--- src/rtl/stopwatch_ctrl.sv ---
// stopwatch_ctrl: control sequencer for the stopwatch digit counter.
// Synchronizes and debounces the pause/clear buttons, synchronizes the
// adjust/select switches, derives normal and fast ticks from i_clk, and
// runs the RUN/PAUSE/ADJ/CLR mode FSM.
//
// Ports
//   i_clk        system clock, all logic on posedge
//   i_rst        asynchronous active-high reset
//   i_btn_pause  raw pause button (async, active-high)
//   i_btn_clr    raw clear button (async, active-high)
//   i_sw_adj     raw adjust switch, 1 = adjust mode
//   i_sw_sel     raw select switch, 1 = seconds, 0 = minutes
//   o_inc_norm   one-cycle strobe: advance full count by one second
//   o_inc_sec    one-cycle strobe: advance seconds field only
//   o_inc_min    one-cycle strobe: advance minutes field only
//   o_clr        one-cycle strobe: zero all digits
//   o_blink      display enable for the selected field
//   o_paused     pause flag level
//   o_mode       00 RUN, 01 PAUSE, 10 ADJ, 11 CLR
//
// state | meaning
// ------+--------------------------------------------------------------
// RUN   | counting, inc_norm on every normal tick
// PAUSE | counting halted, prescaler keeps free-running
// ADJ   | manual adjust, inc_sec/inc_min on fast ticks, blink toggles
// CLR   | single-cycle clear strobe, then RUN or ADJ

// Two-flop synchronizer plus debounce filter; emits a one-cycle pulse on
// the rising edge of the debounced level.
module stopwatch_ctrl_db #(
    parameter int DB_CYCLES = 1_000_000
) (
    input  logic i_clk,
    input  logic i_rst,
    input  logic i_raw,
    output logic o_press
);
    localparam int CW = $clog2(DB_CYCLES + 1);
    localparam logic [CW-1:0] C_LAST = CW'(DB_CYCLES - 1);

    logic          r_s1;
    logic          r_s2;
    logic          r_level;
    logic          r_press;
    logic [CW-1:0] r_cnt;

    always_ff @(posedge i_clk or posedge i_rst) begin
        if (i_rst) begin
            r_s1    <= 1'b0;
            r_s2    <= 1'b0;
            r_level <= 1'b0;
            r_press <= 1'b0;
            r_cnt   <= '0;
        end else begin
            r_s1    <= i_raw;
            r_s2    <= r_s1;
            r_press <= 1'b0;
            if (r_s2 == r_level) begin
                r_cnt <= '0;
            end else if (r_cnt == C_LAST) begin
                // this edge is the DB_CYCLES-th consecutive differing cycle
                r_cnt   <= '0;
                r_level <= r_s2;
                r_press <= r_s2;
            end else begin
                r_cnt <= r_cnt + CW'(1);
            end
        end
    end

    assign o_press = r_press;
endmodule

module stopwatch_ctrl #(
    parameter int NORM_DIV  = 100_000_000,
    parameter int FAST_DIV  = 50_000_000,
    parameter int DB_CYCLES = 1_000_000
) (
    input  logic       i_clk,
    input  logic       i_rst,
    input  logic       i_btn_pause,
    input  logic       i_btn_clr,
    input  logic       i_sw_adj,
    input  logic       i_sw_sel,
    output logic       o_inc_norm,
    output logic       o_inc_sec,
    output logic       o_inc_min,
    output logic       o_clr,
    output logic       o_blink,
    output logic       o_paused,
    output logic [1:0] o_mode
);
    typedef enum logic [1:0] {
        ST_RUN   = 2'b00,
        ST_PAUSE = 2'b01,
        ST_ADJ   = 2'b10,
        ST_CLR   = 2'b11
    } state_t;

    localparam int NW = $clog2(NORM_DIV);
    localparam int FW = $clog2(FAST_DIV);
    localparam logic [NW-1:0] NORM_LAST = NW'(NORM_DIV - 1);
    localparam logic [FW-1:0] FAST_LAST = FW'(FAST_DIV - 1);

    logic          w_pause_p;
    logic          w_clr_p;
    logic          r_adj_s1, r_adj_s2;
    logic          r_sel_s1, r_sel_s2;
    logic [NW-1:0] r_norm_cnt;
    logic [FW-1:0] r_fast_cnt;
    logic          w_norm_tk;
    logic          w_fast_tk;
    state_t        r_state;
    state_t        w_state_nxt;
    logic          r_paused;
    logic          w_paused_nxt;
    logic          w_adj_entry;
    logic          w_inc_norm_nxt;
    logic          w_inc_sec_nxt;
    logic          w_inc_min_nxt;
    logic          w_clr_nxt;
    logic          w_blink_nxt;
    logic          r_inc_norm;
    logic          r_inc_sec;
    logic          r_inc_min;
    logic          r_clr;
    logic          r_blink;

    stopwatch_ctrl_db #(.DB_CYCLES(DB_CYCLES)) u_db_pause (
        .i_clk   (i_clk),
        .i_rst   (i_rst),
        .i_raw   (i_btn_pause),
        .o_press (w_pause_p)
    );

    stopwatch_ctrl_db #(.DB_CYCLES(DB_CYCLES)) u_db_clr (
        .i_clk   (i_clk),
        .i_rst   (i_rst),
        .i_raw   (i_btn_clr),
        .o_press (w_clr_p)
    );

    // Switches are levels; synchronize only.
    always_ff @(posedge i_clk or posedge i_rst) begin
        if (i_rst) begin
            r_adj_s1 <= 1'b0;
            r_adj_s2 <= 1'b0;
            r_sel_s1 <= 1'b0;
            r_sel_s2 <= 1'b0;
        end else begin
            r_adj_s1 <= i_sw_adj;
            r_adj_s2 <= r_adj_s1;
            r_sel_s1 <= i_sw_sel;
            r_sel_s2 <= r_sel_s1;
        end
    end

    assign w_norm_tk   = (r_norm_cnt == NORM_LAST);
    assign w_fast_tk   = (r_fast_cnt == FAST_LAST);
    assign w_adj_entry = (w_state_nxt == ST_ADJ) && (r_state != ST_ADJ);

    // norm_cnt free-runs through PAUSE and ADJ; only a clear re-phases it.
    always_ff @(posedge i_clk or posedge i_rst) begin
        if (i_rst) begin
            r_norm_cnt <= '0;
            r_fast_cnt <= '0;
        end else begin
            if (w_clr_p || w_norm_tk) begin
                r_norm_cnt <= '0;
            end else begin
                r_norm_cnt <= r_norm_cnt + NW'(1);
            end
            // restart the fast phase on ADJ entry so the first adjust tick
            // lands a full FAST_DIV after entry
            if (w_clr_p || w_adj_entry || w_fast_tk) begin
                r_fast_cnt <= '0;
            end else begin
                r_fast_cnt <= r_fast_cnt + FW'(1);
            end
        end
    end

    always_ff @(posedge i_clk or posedge i_rst) begin
        if (i_rst) begin
            r_state  <= ST_RUN;
            r_paused <= 1'b0;
        end else begin
            r_state  <= w_state_nxt;
            r_paused <= w_paused_nxt;
        end
    end

    always_comb begin
        w_state_nxt  = r_state;
        w_paused_nxt = r_paused;
        if (w_clr_p) begin
            w_state_nxt  = ST_CLR;
            w_paused_nxt = 1'b0;
        end else begin
            case (r_state)
                ST_CLR: begin
                    w_state_nxt = r_adj_s2 ? ST_ADJ : ST_RUN;
                end
                ST_RUN: begin
                    if (r_adj_s2) begin
                        w_state_nxt = ST_ADJ;
                    end else if (w_pause_p) begin
                        w_state_nxt  = ST_PAUSE;
                        w_paused_nxt = ~r_paused;
                    end
                end
                ST_PAUSE: begin
                    if (r_adj_s2) begin
                        w_state_nxt = ST_ADJ;
                    end else if (w_pause_p) begin
                        w_state_nxt  = ST_RUN;
                        w_paused_nxt = ~r_paused;
                    end
                end
                ST_ADJ: begin
                    if (!r_adj_s2) begin
                        w_state_nxt = r_paused ? ST_PAUSE : ST_RUN;
                    end
                end
                default: begin
                    w_state_nxt = ST_RUN;
                end
            endcase
        end
    end

    // Strobes are qualified with the next state so that each registered
    // strobe agrees with the mode register loaded on the same edge; this is
    // also what drops inc_norm when a clear lands on a normal tick.
    always_comb begin
        w_inc_norm_nxt = w_norm_tk && (w_state_nxt == ST_RUN);
        w_inc_sec_nxt  = w_fast_tk && (r_state == ST_ADJ) && (w_state_nxt == ST_ADJ) && r_sel_s2;
        w_inc_min_nxt  = w_fast_tk && (r_state == ST_ADJ) && (w_state_nxt == ST_ADJ) && !r_sel_s2;
        w_clr_nxt      = (w_state_nxt == ST_CLR);
        w_blink_nxt    = 1'b1;
        if ((w_state_nxt == ST_ADJ) && (r_state == ST_ADJ)) begin
            w_blink_nxt = w_fast_tk ? ~r_blink : r_blink;
        end
    end

    always_ff @(posedge i_clk or posedge i_rst) begin
        if (i_rst) begin
            r_inc_norm <= 1'b0;
            r_inc_sec  <= 1'b0;
            r_inc_min  <= 1'b0;
            r_clr      <= 1'b0;
            r_blink    <= 1'b1;
        end else begin
            r_inc_norm <= w_inc_norm_nxt;
            r_inc_sec  <= w_inc_sec_nxt;
            r_inc_min  <= w_inc_min_nxt;
            r_clr      <= w_clr_nxt;
            r_blink    <= w_blink_nxt;
        end
    end

    assign o_inc_norm = r_inc_norm;
    assign o_inc_sec  = r_inc_sec;
    assign o_inc_min  = r_inc_min;
    assign o_clr      = r_clr;
    assign o_blink    = r_blink;
    assign o_paused   = r_paused;
    assign o_mode     = r_state;
endmodule
--- config.mk ---
export PLATFORM = sky130hd
export DESIGN_NAME = stopwatch_ctrl
export DESIGN_NICKNAME = d
export VERILOG_FILES = /design/src/rtl/stopwatch_ctrl.sv
export SDC_FILE = /design/constraint.sdc
export NUM_CORES = 1
export LEC_CHECK = 0
export ABC_AREA = 1
export CORE_MARGIN = 2
export CORE_UTILIZATION = 41
export DETAILED_ROUTE_END_ITERATION = 10
export GPL_TIMING_DRIVEN = 1
export PLACE_DENSITY = 0.68
export SLEW_MARGIN = 20
export SYNTH_ARGS = -nofsm -noshare
export SYNTH_HDL_FRONTEND = slang
export SYNTH_HIERARCHICAL = 1
export SYNTH_SLANG_ARGS = --single-unit
--- constraint.sdc ---
create_clock -name i_clk -period 2.5 [get_ports i_clk]
set_clock_uncertainty 0.15 [all_clocks]
set_input_delay 0.5 -clock i_clk [delete_from_list [all_inputs] [get_ports i_clk]]
set_output_delay 0.5 -clock i_clk [all_outputs]
set_load 0.02 [all_outputs]
# After elaboration in Yosys (flattened, before gate mapping)
# Index checks and enable logic that the tools add are counted.
[totals] regBits=113 mem_bits_ro=0 ram_bits=0 inputBits=6 latch_bits=0 wordCells=89 n_memories=0
[classes] mux=25 div_mod_pow=0 multipliers=0 add_sub_neg=4 n_eq_ne=14 n_lt_le_gt_ge=0 shift=0 n_reduce_logical=19 n_bitwise=4
[op_table] cell="$mux 20" count=4
[op_table] cell="$add 20x1->20 const B" count=2
[op_table] cell="$eq 20x20->1 const B" count=2
[op_table] cell="$add 27x1->27 const B" count=1
[op_table] cell="$eq 27x27->1 const B" count=1
[op_table] cell="$mux 27" count=1
[op_table] cell="$add 26x1->26 const B" count=1
[op_table] cell="$eq 26x26->1 const B" count=1
[op_table] cell="$mux 26" count=1
[op_table] cell="$mux 2" count=7
[op_table] cell="$mux 1" count=11
[op_table] cell="$eq 2x2->1 const B" count=4
[op_table] cell="$pmux 2 s4" count=1
[op_table] cell="$logic_and 1x1->1" count=7
[op_table] cell="$logic_not 2->1" count=2
[op_table] cell="$ne 2x2->1 const B" count=2
[op_table] cell="$not 1->1" count=4
[op_table] cell="$reduce_and 2->1" count=2
[op_table] cell="$reduce_bool 2->1" count=2
[op_table] cell="$logic_or 1x1->1" count=3
[op_table] cell="$reduce_and 3->1" count=1
[op_table] cell="$eq 1x1->1" count=2
[op_table] cell="$eq 2x1->1 const B" count=1
[op_table] cell="$ne 2x1->1 const B" count=1
[op_table] cell="other kinds (2)" count=2

# Logic depth before layout (Yosys ltp)
[depth] ltp_word=9 depth_mapped=9

# Cells and area by module
# The synthesis kept the hierarchy.
[modules_own_cells] mod="stopwatch_ctrl" cells_each=522 seq_area_each_um2=1627.8 area_per_inst_um2=3649.8 n_inst=1
[modules_own_cells] mod="stopwatch_ctrl_db" cells_each=164 seq_area_each_um2=600.6 area_per_inst_um2=1298.7 n_inst=2

# Worst setup path before layout
# No wires, ideal clock.
[synth_path] path_kind="register to register" from="reg r_norm_cnt[0]" to="reg r_norm_cnt[0]" setup_time_ps=124 path_slack_ps=825 stages_incl_launch_ff=10 required_time_ps=2226 t_arrival_ps=1401 path_cell_list="dfrtp_1 ha_1 inv_2 nor2_4 nand2_4 nor2_2 nand2_2 nand2_4 buf_6 nor2_1"
[synth_via] elab_chain_cells=3 word_cells_on_any_way=4 classes_between="add/sub (1); eq/ne (1); mux (1); reduce/logical (1)"
[synth_rtl] element="start, declared" line_no="109" text="logic [NW-1:0] r_norm_cnt;"
[synth_rtl] element="start signal, assigned" line_no="171" text="r_norm_cnt <= r_norm_cnt + NW'(1);"
[synth_rtl] element="parallel branches: the longest is 2 deep, another holds $add 27x1->27"
[synth_rtl] element="$mux 27 *" line_no="168" text="if (w_clr_p || w_norm_tk) begin"
# Every way passes the cells marked *.
# A chain may end at the register's enable or synchronous reset.

# Final worst setup path
[layout_path] from="reg r_blink, in the netlist o_blink" to="out o_blink"
[layout_lines] element="start, declared" line_no="127" text="logic r_blink;"
[layout_lines] element="start signal, assigned" line_no="258" text="r_blink <= w_blink_nxt;"
[layout_lines] element="end, declared" line_no="89" text="output logic o_blink,"
# No word-level cell between the ends.

==> results.sh <==
export IMPL_rsz0062_at_grt="false"
export IMPL_die_x_um=127.4
export IMPL_leakage_uw=0.003163
export IMPL_drive_above_1_share_pct=10.11
export IMPL_ys_seq_area_share_pct=45.28
export IMPL_powerDensity_mw_per_mm2=642.5
export IMPL_setup_tns_ps=0
export IMPL_grt_pass1_vias=4977
export IMPL_crit_path_cell_trace="clkdlybuf4s50_1"
export IMPL_cts_htree_levels=4
export IMPL_crit_fanout=3
export IMPL_nNetsFinal=890
export IMPL_num_fill_cells=1439
export IMPL_wl_um=13100
export IMPL_detailroute_via_count=5182
export IMPL_post_synth_top_area_fraction_pct=44.86
export IMPL_synth_area_mm2=0.006247
export IMPL_min_path_type="reg2reg"
export IMPL_synth_area_top_cells="dfrtp_1 45%, nand2_1 13%, nor2_1 13%, inv_1 5.0%, nand3_1 4.4%"
export IMPL_min_period_over_period_pct=87.49
export IMPL_cts_tree="yes"
export IMPL_multi_input_area_mm2=0.003032
export IMPL_ctsRootBufferMaster="clkbuf_16"
export IMPL_drv_slew=0
export IMPL_slowest_stage="clkdlybuf4s50_1"
export IMPL_max_slew_worst_pin_slew_ps=408.9
export IMPL_max_slew_margin_rel_pct=72.53
export IMPL_seq_area_mm2=0.002829
export IMPL_diodes=0
export IMPL_post_cts_buffers=0
export IMPL_crit_type="reg2out"
export IMPL_core_area_mm2=0.01503
export IMPL_synth_seq_cells=113
export IMPL_cp_arrival_ps=1540
export IMPL_start_kind="flop"
export IMPL_die_y_um=127.4
export IMPL_path_clk_slew_ps=50
export IMPL_area_growth_pct=15.66
export IMPL_period_needed_ps=2187
export IMPL_setup_viol=0
export IMPL_synth_edf_count=0
export IMPL_cp_top_family="buffers and inverters"
export IMPL_status="finished, final reports clean"
export IMPL_antenna_found_initial=0
export IMPL_hold_violations=0
export IMPL_overflow=0
export IMPL_vias_per_cell=4.807
export IMPL_synth_top_cell_by_area="dfrtp_1"
export IMPL_cp_num_buf_inv=1
export IMPL_post_drt_wl_per_cell_um=12.15
export IMPL_max_cap_violations=0
export IMPL_start_util_pct=41.56
export IMPL_cts_path_max_buffers=2
export IMPL_drt_initial_drc_count=283
export IMPL_required_ps=1850
export IMPL_gp_congestion=0.8797
export IMPL_synthArstFlopShare_pct=100.0
export IMPL_vdd_drop_max_uv=481.8
export IMPL_yosys_cell_types_count=28
export IMPL_placementRows=45
export IMPL_clock_latency_ps=420
export IMPL_fmax_mhz=457.2
export IMPL_critPathCaptureType="primary output"
export IMPL_ios=14
export IMPL_ctsResizeCount=0
export IMPL_port_buffers=13
export IMPL_slowest_delay_ps=590
export IMPL_dp_hpwl_um=9440
export IMPL_avgSynthCellArea_um2=7.350
export IMPL_grt_max_degree=66
export IMPL_ys_flop_type="dfrtp_1"
export IMPL_holdWs_ps=195.5
export IMPL_clock_sinks=113
export IMPL_post_synth_top_count_cell="nand2_1"
export IMPL_drcViolationCount=0
export IMPL_grt_pass1_wl_um=22940
export IMPL_cts_hold_buf=0
export IMPL_globalRouteTotalUtil_pct=17.70
export IMPL_ant_nets=0
export IMPL_drt_pass1_iter_count=5
export IMPL_die_area_mm2=0.01624
export IMPL_synth_cells=850
export IMPL_ys_warn_count=6
export IMPL_syn_nets=860
export IMPL_numCtsBuffers=17
export IMPL_ys_top_cells_by_count="219 x nand2_1, 216 x nor2_1, 112 x dfrtp_1"
-- final timing paths --
| check | from | to | slack [ps] | cells after the start |
|---|---|---|---|---|
| max in group asynchronous | i_rst | o_blink | 1510 | 3 |
| worst min-delay path | u_db_pause/r_s1 | u_db_pause/r_s2 | 200 | 0 |
| min in group asynchronous | i_rst | u_db_pause/r_s2 | 350 | 3 |
| worst max register to register | r_norm_cnt[0] | r_norm_cnt[5] | 630 | 8 |
| worst min register to register | u_db_pause/r_s1 | u_db_pause/r_s2 | 200 | 0 |
| worst max-delay path | o_blink | o_blink | 310 | 1 |
-- metrics by stage --
stage / instance area (µm²) / worst slack, ps / utilization [%] / cells / total power [µW]
2_1_floorplan: 6247 / 225.2 / - / 850 / 2042
3_3_place_gp: 6599 / 677.2 / 43.90 / 1049 / 2089
3_5_place_dp: 6599 / 624.0 / 43.90 / 1049 / 2092
4_1_cts: 7226 / 292.8 / 48.06 / 1078 / 4696
5_1_grt: 7226 / 269.1 / 48.06 / 1078 / 4808
6_report: 7226 / 312.8 / 48.06 / 1078 / 4643
-- layout make-up --
type / instances / area share, %
clock buffers: 24 / 6.944
flip-flops and latches: 113 / 39.15
well taps: 188 / 3.255
multi-input cells: 642 / 41.96
clock inverters: 5 / 1.732
inverters: 90 / 4.675
repair buffers: 16 / 2.286
-- power breakdown --
part,leakage [µW],total [µW],internal (µW),switching (µW)
clock,0.000308,2590,1780,807
sequential,0.00153,1900,1870,32.5
combinational,0.00132,155,52.0,103
-- per-layer routing --
metal | GRT usage (%) | up-vias | wire length (µm)
met5 | 0 | - | 0
met4 | 7.304 | 0 | 225
met3 | 3.811 | 21 | 431
met2 | 28.00 | 91 | 6136
met1 | 23.72 | 2398 | 6304
li1 | - | 2672 | -
-- cell families after synthesis --
group                      Yosys count  synth area share [%]
xor gates and xnor gates            47                 6.830
buffers and inverters               95                 6.188
adders and majority gates            4                0.8012
DFF                                113                 45.28
and+or+nand+nor                    566                 38.85
AOI/OAI and AO/OA                   25                 2.043
-- state kept, by name, summed over array words and instances, names as in the netlist, 2 cells and up --
name,count
u_db_clr/r_cnt,20
r_norm_cnt,27
u_db_pause/r_cnt,20
o_mode,2
r_fast_cnt,26
-- layout by cell type (no fill, tap or decap), types with 5 or more instances in the layout --
cell type	count
a21oi_1	9
clkbuf_16	17
clkbuf_8	5
clkdlybuf4s50_1	13
dfrtp_1	112
inv_1	83
inv_2	7
nand2_1	219
nand2_2	17
nand3_1	55
nand4_1	10
nor2_1	216
nor2_2	21
nor3_1	12
o21ai_0	9
o21ai_1	6
xnor2_1	15
xor2_1	30
Note: power is estimated with default switching activity, not from simulation.
